### src/rtl/serial_pattern_feeder.sv
// serial_pattern_feeder
// Upstream stage of the serial sequence detector. Parallel words are accepted
// over a valid/ready handshake and held in a small FIFO. They are then shifted
// out one bit per clock on ser_out. When the FIFO holds the next word at the
// last bit of the current one, that word is reloaded into the shifter. This
// gives zero-gap streaming, so patterns that span word boundaries stay intact.
// Every output is either a flop or a decode of flops. No path runs from the
// in_* inputs to the ser_* outputs.

module serial_pattern_feeder #(
  parameter int       WIDTH     = 8,
  parameter int       DEPTH     = 4,
  parameter bit       MSB_FIRST = 1'b1,
  parameter logic     IDLE_BIT  = 1'b0
) (
  input  logic                       clk,
  input  logic                       rst,
  input  logic                       flush,
  input  logic [WIDTH-1:0]           in_data,
  input  logic                       in_valid,
  output logic                       in_ready,
  output logic                       ser_out,
  output logic                       ser_valid,
  output logic                       busy,
  output logic [$clog2(DEPTH):0]     fifo_count
);

  localparam int PTR_W = $clog2(DEPTH);
  localparam int CNT_W = PTR_W + 1;
  localparam int BIT_W = $clog2(WIDTH);

  localparam logic [CNT_W-1:0] FULL_CNT = CNT_W'(DEPTH);
  localparam logic [BIT_W-1:0] LAST_BIT = BIT_W'(WIDTH - 1);

  typedef enum logic {
    ST_IDLE  = 1'b0,
    ST_SHIFT = 1'b1
  } state_t;

  // State and storage
  state_t             state_q, state_d;
  logic [WIDTH-1:0]   shift_q, shift_d;
  logic [BIT_W-1:0]   bit_cnt_q, bit_cnt_d;
  logic [PTR_W-1:0]   wr_ptr_q, wr_ptr_d;
  logic [PTR_W-1:0]   rd_ptr_q, rd_ptr_d;
  logic [CNT_W-1:0]   count_q, count_d;
  logic [WIDTH-1:0]   mem_q [DEPTH];

  // Handshake / control strobes
  logic               in_ready_s;
  logic               push_s;
  logic               pop_s;
  logic               fifo_nonempty_s;
  logic               last_bit_s;
  logic [WIDTH-1:0]   head_s;
  logic               cur_bit_s;

  // Advance the shifter by one bit position toward the output end.
  function automatic logic [WIDTH-1:0] shift_one(input logic [WIDTH-1:0] value);
    logic [WIDTH-1:0] result;
    if (MSB_FIRST) begin
      result = {value[WIDTH-2:0], 1'b0};
    end else begin
      result = {1'b0, value[WIDTH-1:1]};
    end
    return result;
  endfunction

  // in_ready depends only on the registered count. A pop in the same cycle
  // does not raise it.
  assign in_ready_s      = (count_q < FULL_CNT);
  assign fifo_nonempty_s = (count_q != {CNT_W{1'b0}});
  assign push_s          = in_valid & in_ready_s & ~flush;
  assign last_bit_s      = (bit_cnt_q == LAST_BIT);
  assign head_s          = mem_q[rd_ptr_q];

  // Select the bit at the output end of the shifter.
  always_comb begin
    cur_bit_s = 1'b0;
    if (MSB_FIRST) begin
      cur_bit_s = shift_q[WIDTH-1];
    end else begin
      cur_bit_s = shift_q[0];
    end
  end

  // Shifter FSM next state. On the last bit it reloads directly from the FIFO
  // head, so the next word follows without an idle cycle.
  always_comb begin
    state_d   = state_q;
    shift_d   = shift_q;
    bit_cnt_d = bit_cnt_q;
    pop_s     = 1'b0;
    if (flush) begin
      state_d   = ST_IDLE;
      shift_d   = {WIDTH{1'b0}};
      bit_cnt_d = {BIT_W{1'b0}};
    end else begin
      case (state_q)
        ST_IDLE: begin
          if (fifo_nonempty_s) begin
            pop_s     = 1'b1;
            shift_d   = head_s;
            bit_cnt_d = {BIT_W{1'b0}};
            state_d   = ST_SHIFT;
          end else begin
            state_d   = ST_IDLE;
          end
        end
        ST_SHIFT: begin
          if (last_bit_s) begin
            if (fifo_nonempty_s) begin
              pop_s     = 1'b1;
              shift_d   = head_s;
              bit_cnt_d = {BIT_W{1'b0}};
              state_d   = ST_SHIFT;
            end else begin
              shift_d   = shift_one(shift_q);
              bit_cnt_d = {BIT_W{1'b0}};
              state_d   = ST_IDLE;
            end
          end else begin
            shift_d   = shift_one(shift_q);
            bit_cnt_d = bit_cnt_q + BIT_W'(1);
            state_d   = ST_SHIFT;
          end
        end
        default: begin
          state_d   = ST_IDLE;
          shift_d   = {WIDTH{1'b0}};
          bit_cnt_d = {BIT_W{1'b0}};
        end
      endcase
    end
  end

  // FIFO pointer and occupancy next state. Flush empties the FIFO. The power
  // of 2 depth lets the pointers wrap naturally.
  always_comb begin
    wr_ptr_d = wr_ptr_q;
    rd_ptr_d = rd_ptr_q;
    count_d  = count_q;
    if (flush) begin
      wr_ptr_d = {PTR_W{1'b0}};
      rd_ptr_d = {PTR_W{1'b0}};
      count_d  = {CNT_W{1'b0}};
    end else begin
      if (push_s) begin
        wr_ptr_d = wr_ptr_q + PTR_W'(1);
      end else begin
        wr_ptr_d = wr_ptr_q;
      end
      if (pop_s) begin
        rd_ptr_d = rd_ptr_q + PTR_W'(1);
      end else begin
        rd_ptr_d = rd_ptr_q;
      end
      case ({push_s, pop_s})
        2'b10:   count_d = count_q + CNT_W'(1);
        2'b01:   count_d = count_q - CNT_W'(1);
        default: count_d = count_q;
      endcase
    end
  end

  // Control and shifter registers, cleared asynchronously by rst.
  always_ff @(posedge clk or posedge rst) begin
    if (rst) begin
      state_q   <= ST_IDLE;
      shift_q   <= {WIDTH{1'b0}};
      bit_cnt_q <= {BIT_W{1'b0}};
      wr_ptr_q  <= {PTR_W{1'b0}};
      rd_ptr_q  <= {PTR_W{1'b0}};
      count_q   <= {CNT_W{1'b0}};
    end else begin
      state_q   <= state_d;
      shift_q   <= shift_d;
      bit_cnt_q <= bit_cnt_d;
      wr_ptr_q  <= wr_ptr_d;
      rd_ptr_q  <= rd_ptr_d;
      count_q   <= count_d;
    end
  end

  // FIFO storage array. The pointers and count define the contents, so the
  // array needs no reset.
  always_ff @(posedge clk) begin
    if (push_s) begin
      mem_q[wr_ptr_q] <= in_data;
    end
  end

  // Output decode from registered state only.
  always_comb begin
    in_ready   = in_ready_s;
    ser_valid  = (state_q == ST_SHIFT);
    busy       = (state_q == ST_SHIFT) | fifo_nonempty_s;
    fifo_count = count_q;
    if (state_q == ST_SHIFT) begin
      ser_out = cur_bit_s;
    end else begin
      ser_out = IDLE_BIT;
    end
  end

endmodule

### config.mk
export PLATFORM = sky130hd
export DESIGN_NAME = serial_pattern_feeder
export DESIGN_NICKNAME = d
export VERILOG_FILES = /design/src/rtl/serial_pattern_feeder.sv
export SDC_FILE = /design/constraint.sdc
export NUM_CORES = 1
export LEC_CHECK = 0
export ABC_CLOCK_PERIOD_IN_PS = 2470
export CAP_MARGIN = 20
export CORE_MARGIN = 10
export CORE_UTILIZATION = 42
export DETAILED_ROUTE_END_ITERATION = 8
export MAX_ROUTING_LAYER = met4
export SLEW_MARGIN = 20
export SYNTH_ARGS = -nofsm -noshare
export SYNTH_HDL_FRONTEND = slang
export SYNTH_SLANG_ARGS = --single-unit
### constraint.sdc
create_clock -name clk -period 2.47 [get_ports clk]
set_input_delay 0.741 -clock clk [delete_from_list [all_inputs] [get_ports clk]]
set_output_delay 0.741 -clock clk [all_outputs]
set_load 0.02 [all_outputs]
# Yosys cells after proc, flatten, opt, wreduce, memory -nomap -nowiden
# Memories as Yosys holds them, arrays and structs flattened.
# Cells that the tools add are included.
# word_totals
regBits	19
ram_bits	32
input_bits	12
out_inout_bits	7
elab_cells	51
n_memories	1
# mem_list
memory	depth	width	read_ports	rd_ports_with_merged_regs	write_ports	line	text
mem_q	4	8	1	0	1	47	logic [WIDTH-1:0] mem_q [DEPTH];
# op_classes
add_sub_neg	5
magnitude_cmp	1
eq_ne	4
mux	25
bitwise_logic	5
n_reduce_logical	4
# ops
cell	n
$mux 8	4
$pmux 8 s2	1
$mux 3	4
$pmux 3 s2	2
$mux 1	8
$mux 2	4
$add 3x1->3 const B	2
$reduce_bool 3->1	2
$add 2x1->2 const B	2
$pmux 1 s2	2
$reduce_bool 2->1	2
$eq 3x3->1 const B	1
$lt 3x3->1 const B	1
$ne 3x3->1 const B	1
$sub 3x1->3 const B	1
$and 1x1->1	2
$eq 2x1->1 const B	1
$eq 2x2->1 const B	1
$not 1->1	2
$or 1x1->1	1

# Longest topological paths before layout
# logic_depth
ltp_word	8
mapped_depth	9
depth_no_buf	8

# Worst setup path after synthesis
# OpenSTA, ideal clock, no wires.
# synth_timing
kind	flip-flop to flip-flop
from	register bit_cnt_q[0]
to	register count_q[2], in the netlist fifo_count[2]
setup_time_ns	0.082
arrival_ns	2.323
required_ns	2.388
path_slack_ns	0.065
stages_incl_launch_ff	10
n_path_buf	1
synth_period_minus_slack_ns	2.405
cell_sequence	dfrtp_1 > ha_1 > ha_1 > and2b_4 > or3_1 > buf_4 > nor2_1 > fa_1 > or4_1 > a31oi_1
# synth_via
elab_chain_len	7
word_cells_on_any_way	9
cone_classes	3 x eq/ne; 5 x mux; 1 x reduce/logical
# synth_rtl
element	line	text
start, declared	43	logic [BIT_W-1:0] bit_cnt_q, bit_cnt_d;
start signal, assigned	171	bit_cnt_q <= {BIT_W{1'b0}};
start signal, assigned	178	bit_cnt_q <= bit_cnt_d;
$eq 3x3->1 (*)	74	assign last_bit_s = (bit_cnt_q == LAST_BIT);
$mux 1 (*)	111	if (last_bit_s) begin
$pmux 1 s2 (*)	99	case (state_q)
$mux 1 (*)	94	if (flush) begin
$eq 2x1->1 or $eq 2x2->1 (tied branches)	158	case ({push_s, pop_s})
$pmux 3 s2	158	
$mux 3	143	if (flush) begin
end signal, assigned	174	count_q <= {CNT_W{1'b0}};
end signal, assigned	181	count_q <= count_d;
end, declared	46	logic [CNT_W-1:0] count_q, count_d;
# Mark *: on every way between the ends. The rest lies on a longest branch, timed or not.
# A chain may end at the register's enable or synchronous reset.

# Final worst setup path
# Ends and elaborated chain as after synthesis.

==> summary.md <==
| Metric | Value |
|---|---|
| Outcome | `complete, no violations` |
| First-pass GRT wire length | `6950 um` |
| Tmin final | `2.37 ns` |
| Synth Net Count | `162` |
| Crit end category | `flop` |
| Grt ovf | `0` |
| Commonest non-fill, non-tap cell in the layout | `edfxtp_1` |
| Slowest library cell on the worst path | `or4_1` |
| H-tree lvl count | `2` |
| Crit start category | `flop` |
| Area share of the largest cell type after synthesis | `0.434` |
| Worst Max-Slew Pin Slew | `0.578 ns` |
| CTS tree | `built` |
| Root Driver | `clkbuf_8` |
| Layout Skew | `0.00991 ns` |
| F_max | `423 MHz` |
| TritonCTS Sinks | `51` |
| Met2 wire len | `~1900 um` |
| DRC | `0` |
| TritonCTS Buffers | `5` |
| Area contributors post-synth | `edfxtp_1, dfrtp_1, mux4_2` |
| Critical-path cell list | `ha_1 > ha_2 > and2b_4 > or3_1 > nor2_1 > fa_2 > or4_1 > a31oi_1` |
| Final setup vio count | `0` |
| Placed wire-length estimate | `2880 um` |
| Mapped cell area | `2210 sq um` |
| Most frequent cells in the layout | `edfxtp_1, dfrtp_1, clkdlybuf4s50_1` |
| Design area | `2750 sq um` |
| Crit Path Category | `reg -> reg` |
| Port bufs | `18` |
| Warnings, synthesis | `0` |
| Post-Syn Instances | `143` |
| Synth Area per Inst | `15.5 sq um` |
| CP max FO | `4` |
| Vias post-DR | `1299` |
| Leakage | `1.05 nW` |
| Post-Route M1 WL | `1850 um` |
| Area grow syn2layout | `24.5%` |
| Met3 routed WL | `~210 um` |
| Skew-Pair Late Insertion Delay | `~0.30 ns` |
| Post-route total power | `2.65 mW` |
| Total Wirelength | `roughly 4000 um` |
| Largest area contributor in the netlist | `edfxtp_1` |
| Nets | `200` |
| Pre-Repair DR Iteration Count | `4` |
| Antenna Nets Post-Route | `0` |
| Tcrit/Tclk final | `0.958` |
| CORE AREA | `5110 sq um` |
| Final hold violation count | `0` |
| Yosys cell types | `34` |
| Placed inst area | `2610 sq um` |
| Slew margin rel. | `0.615` |
| Starting DRT DRC Count | `63` |
| Max incr delay on CP | `between 0.5 and 0.6 ns` |
| PwrDens | `963 nW/um^2` |
| Die area | `around 8600 sq um` |
| Initial core utilization | `0.433` |
| Hold Path Class | `reg -> reg` |
| Avg WL per Cell | `16.0 um` |
| Largest net degree at the start of global routing | `20` |
| Max IR drop VDD | `368 uV` |
| Critical path data required time | `approximately 2.7 ns` |
| Synth Register Bits | `51` |
| Row count | `26` |
| Ant. Diodes | `0` |
| Setup TNS Final | `0 ns` |
| # IOs | `19` |
| MaxCap Viol Count | `0` |
| Share of post-route cells with drive strength above 1 | `0.225` |
| Register area share after synthesis | `0.649` |
| GPL Wtd Cong | `between 0.7 and 0.8` |
| Max-slew violation count | `0` |
| Clock transition at path regs | `roughly 0.09 ns` |
| Vias per cell | `5.15` |
| Antenna violations before repair | `0` |
| Chip width | `92.6 um` |
| CTS max path bufs | `2` |
| Vias in the first global route | `1375` |
| Die Y | `92.6 um` |
| Highest routed layer | `met4` |
| GRT Overall Usage | `0.108` |
| CP arrival | `~2.6 ns` |
==> routing by layer <==
layer  global-route usage  up-vias
met5                    -        -
met4               0.0398        0
met3               0.0387        7
met2                0.163       28
met1                0.131      648
li1                     -      616
==> final timing paths <==
path	slack [ns]	cells past startpoint	end	from
setup / recovery	0.10	8	fifo_count[2]	bit_cnt_q[0]
setup reg to reg	0.10	8	fifo_count[2]	bit_cnt_q[0]
max in group asynchronous	1.50	3	ser_valid	rst
min in group asynchronous	0.75	3	shift_q[7]	rst
hold reg to reg	0.51	2	shift_q[0]	shift_q[0]
hold / removal	0.51	2	shift_q[0]	shift_q[0]
==> worst max-delay path, delay by kind of cell (launching register included) <==
family / cells / cell delay, ns
adder cells (fa/ha/maj): 3 / 0.74
AO/OA/AOI/OAI: 1 / 0.19
AND/OR/NAND/NOR: 4 / 0.96
flip-flops: 1 / 0.41
==> Yosys cell counts <==
cell type  count
a21oi_1        6
a221o_1        7
a31o_2         1
a31oi_1        2
and2_1         1
and2b_4        1
and3_1         4
buf_4          1
buf_6          1
clkbuf_1       2
dfrtp_1       19
edfxtp_1      32
fa_1           1
ha_1           6
inv_1          6
mux2_2         1
mux2i_1        1
mux4_1         2
mux4_2         6
nand2_1        4
nand2b_1       3
nand3_1        3
nor2_1         9
nor2b_1       10
nor3_2         1
nor3_4         1
nor3b_1        1
nor4b_2        1
o21ai_0        4
o21bai_1       1
or3_1          1
or3_2          1
or4_1          1
xnor2_1        2
==> metrics by stage <==
| step | hold slack (ns) | util | setup WS, ns | instances |
|---|---|---|---|---|
| after global placement | 0.472 | 0.511 | -0.0895 | 241 |
| final | 0.508 | 0.539 | 0.104 | 252 |
| after global routing | 0.538 | 0.539 | -0.000381 | 252 |
| after floorplan | 0.451 | - | 0.0649 | 143 |
| after detailed placement | 0.489 | 0.511 | -0.203 | 241 |
| after CTS | 0.513 | 0.535 | 0.0186 | 250 |
==> kinds of logic after synthesis <==
logic type                 Yosys count  share of synthesized area
buffers and inverters               10                     0.0221
DFF                                 51                      0.649
muxes                               10                     0.0945
xor gates and xnor gates             2                    0.00792
adders and majority gates            7                     0.0430
and+or+nand+nor                     42                      0.116
AOI/OAI and AO/OA                   21                     0.0673
==> report_power, final <==
group          internal [mW]  total (mW)  switching [mW]
clock                  0.307       0.584           0.277
sequential              1.05        1.19           0.147
combinational          0.482       0.875           0.393
==> cell type report <==
| type | instances | area, sq um |
|---|---|---|
| clock buffer | 5 | 68.8 |
| multi-input combinational | 82 | 732 |
| inverter | 6 | 22.5 |
| timing repair buffer | 35 | 358 |
| sequential | 51 | 1440 |
| tap | 70 | 87.6 |
| clock inverter | 3 | 47.5 |
| fill | 450 | 2350 |
==> timing repair <==
action	CTS	global route
endpoints found under the setup margin	2	2
setup buffers	1	2
resized for setup	0	3
pin swaps	2	1
hold buffers	0	0
==> sequential cells by signal (all words and copies together) (netlist names) <==
register,cells
bit_cnt_q,3
shift_q,8
ser_valid,1
mem_q,32
fifo_count,3
wr_ptr_q,2
rd_ptr_q,2
Power figures use the tool's default switching activity.
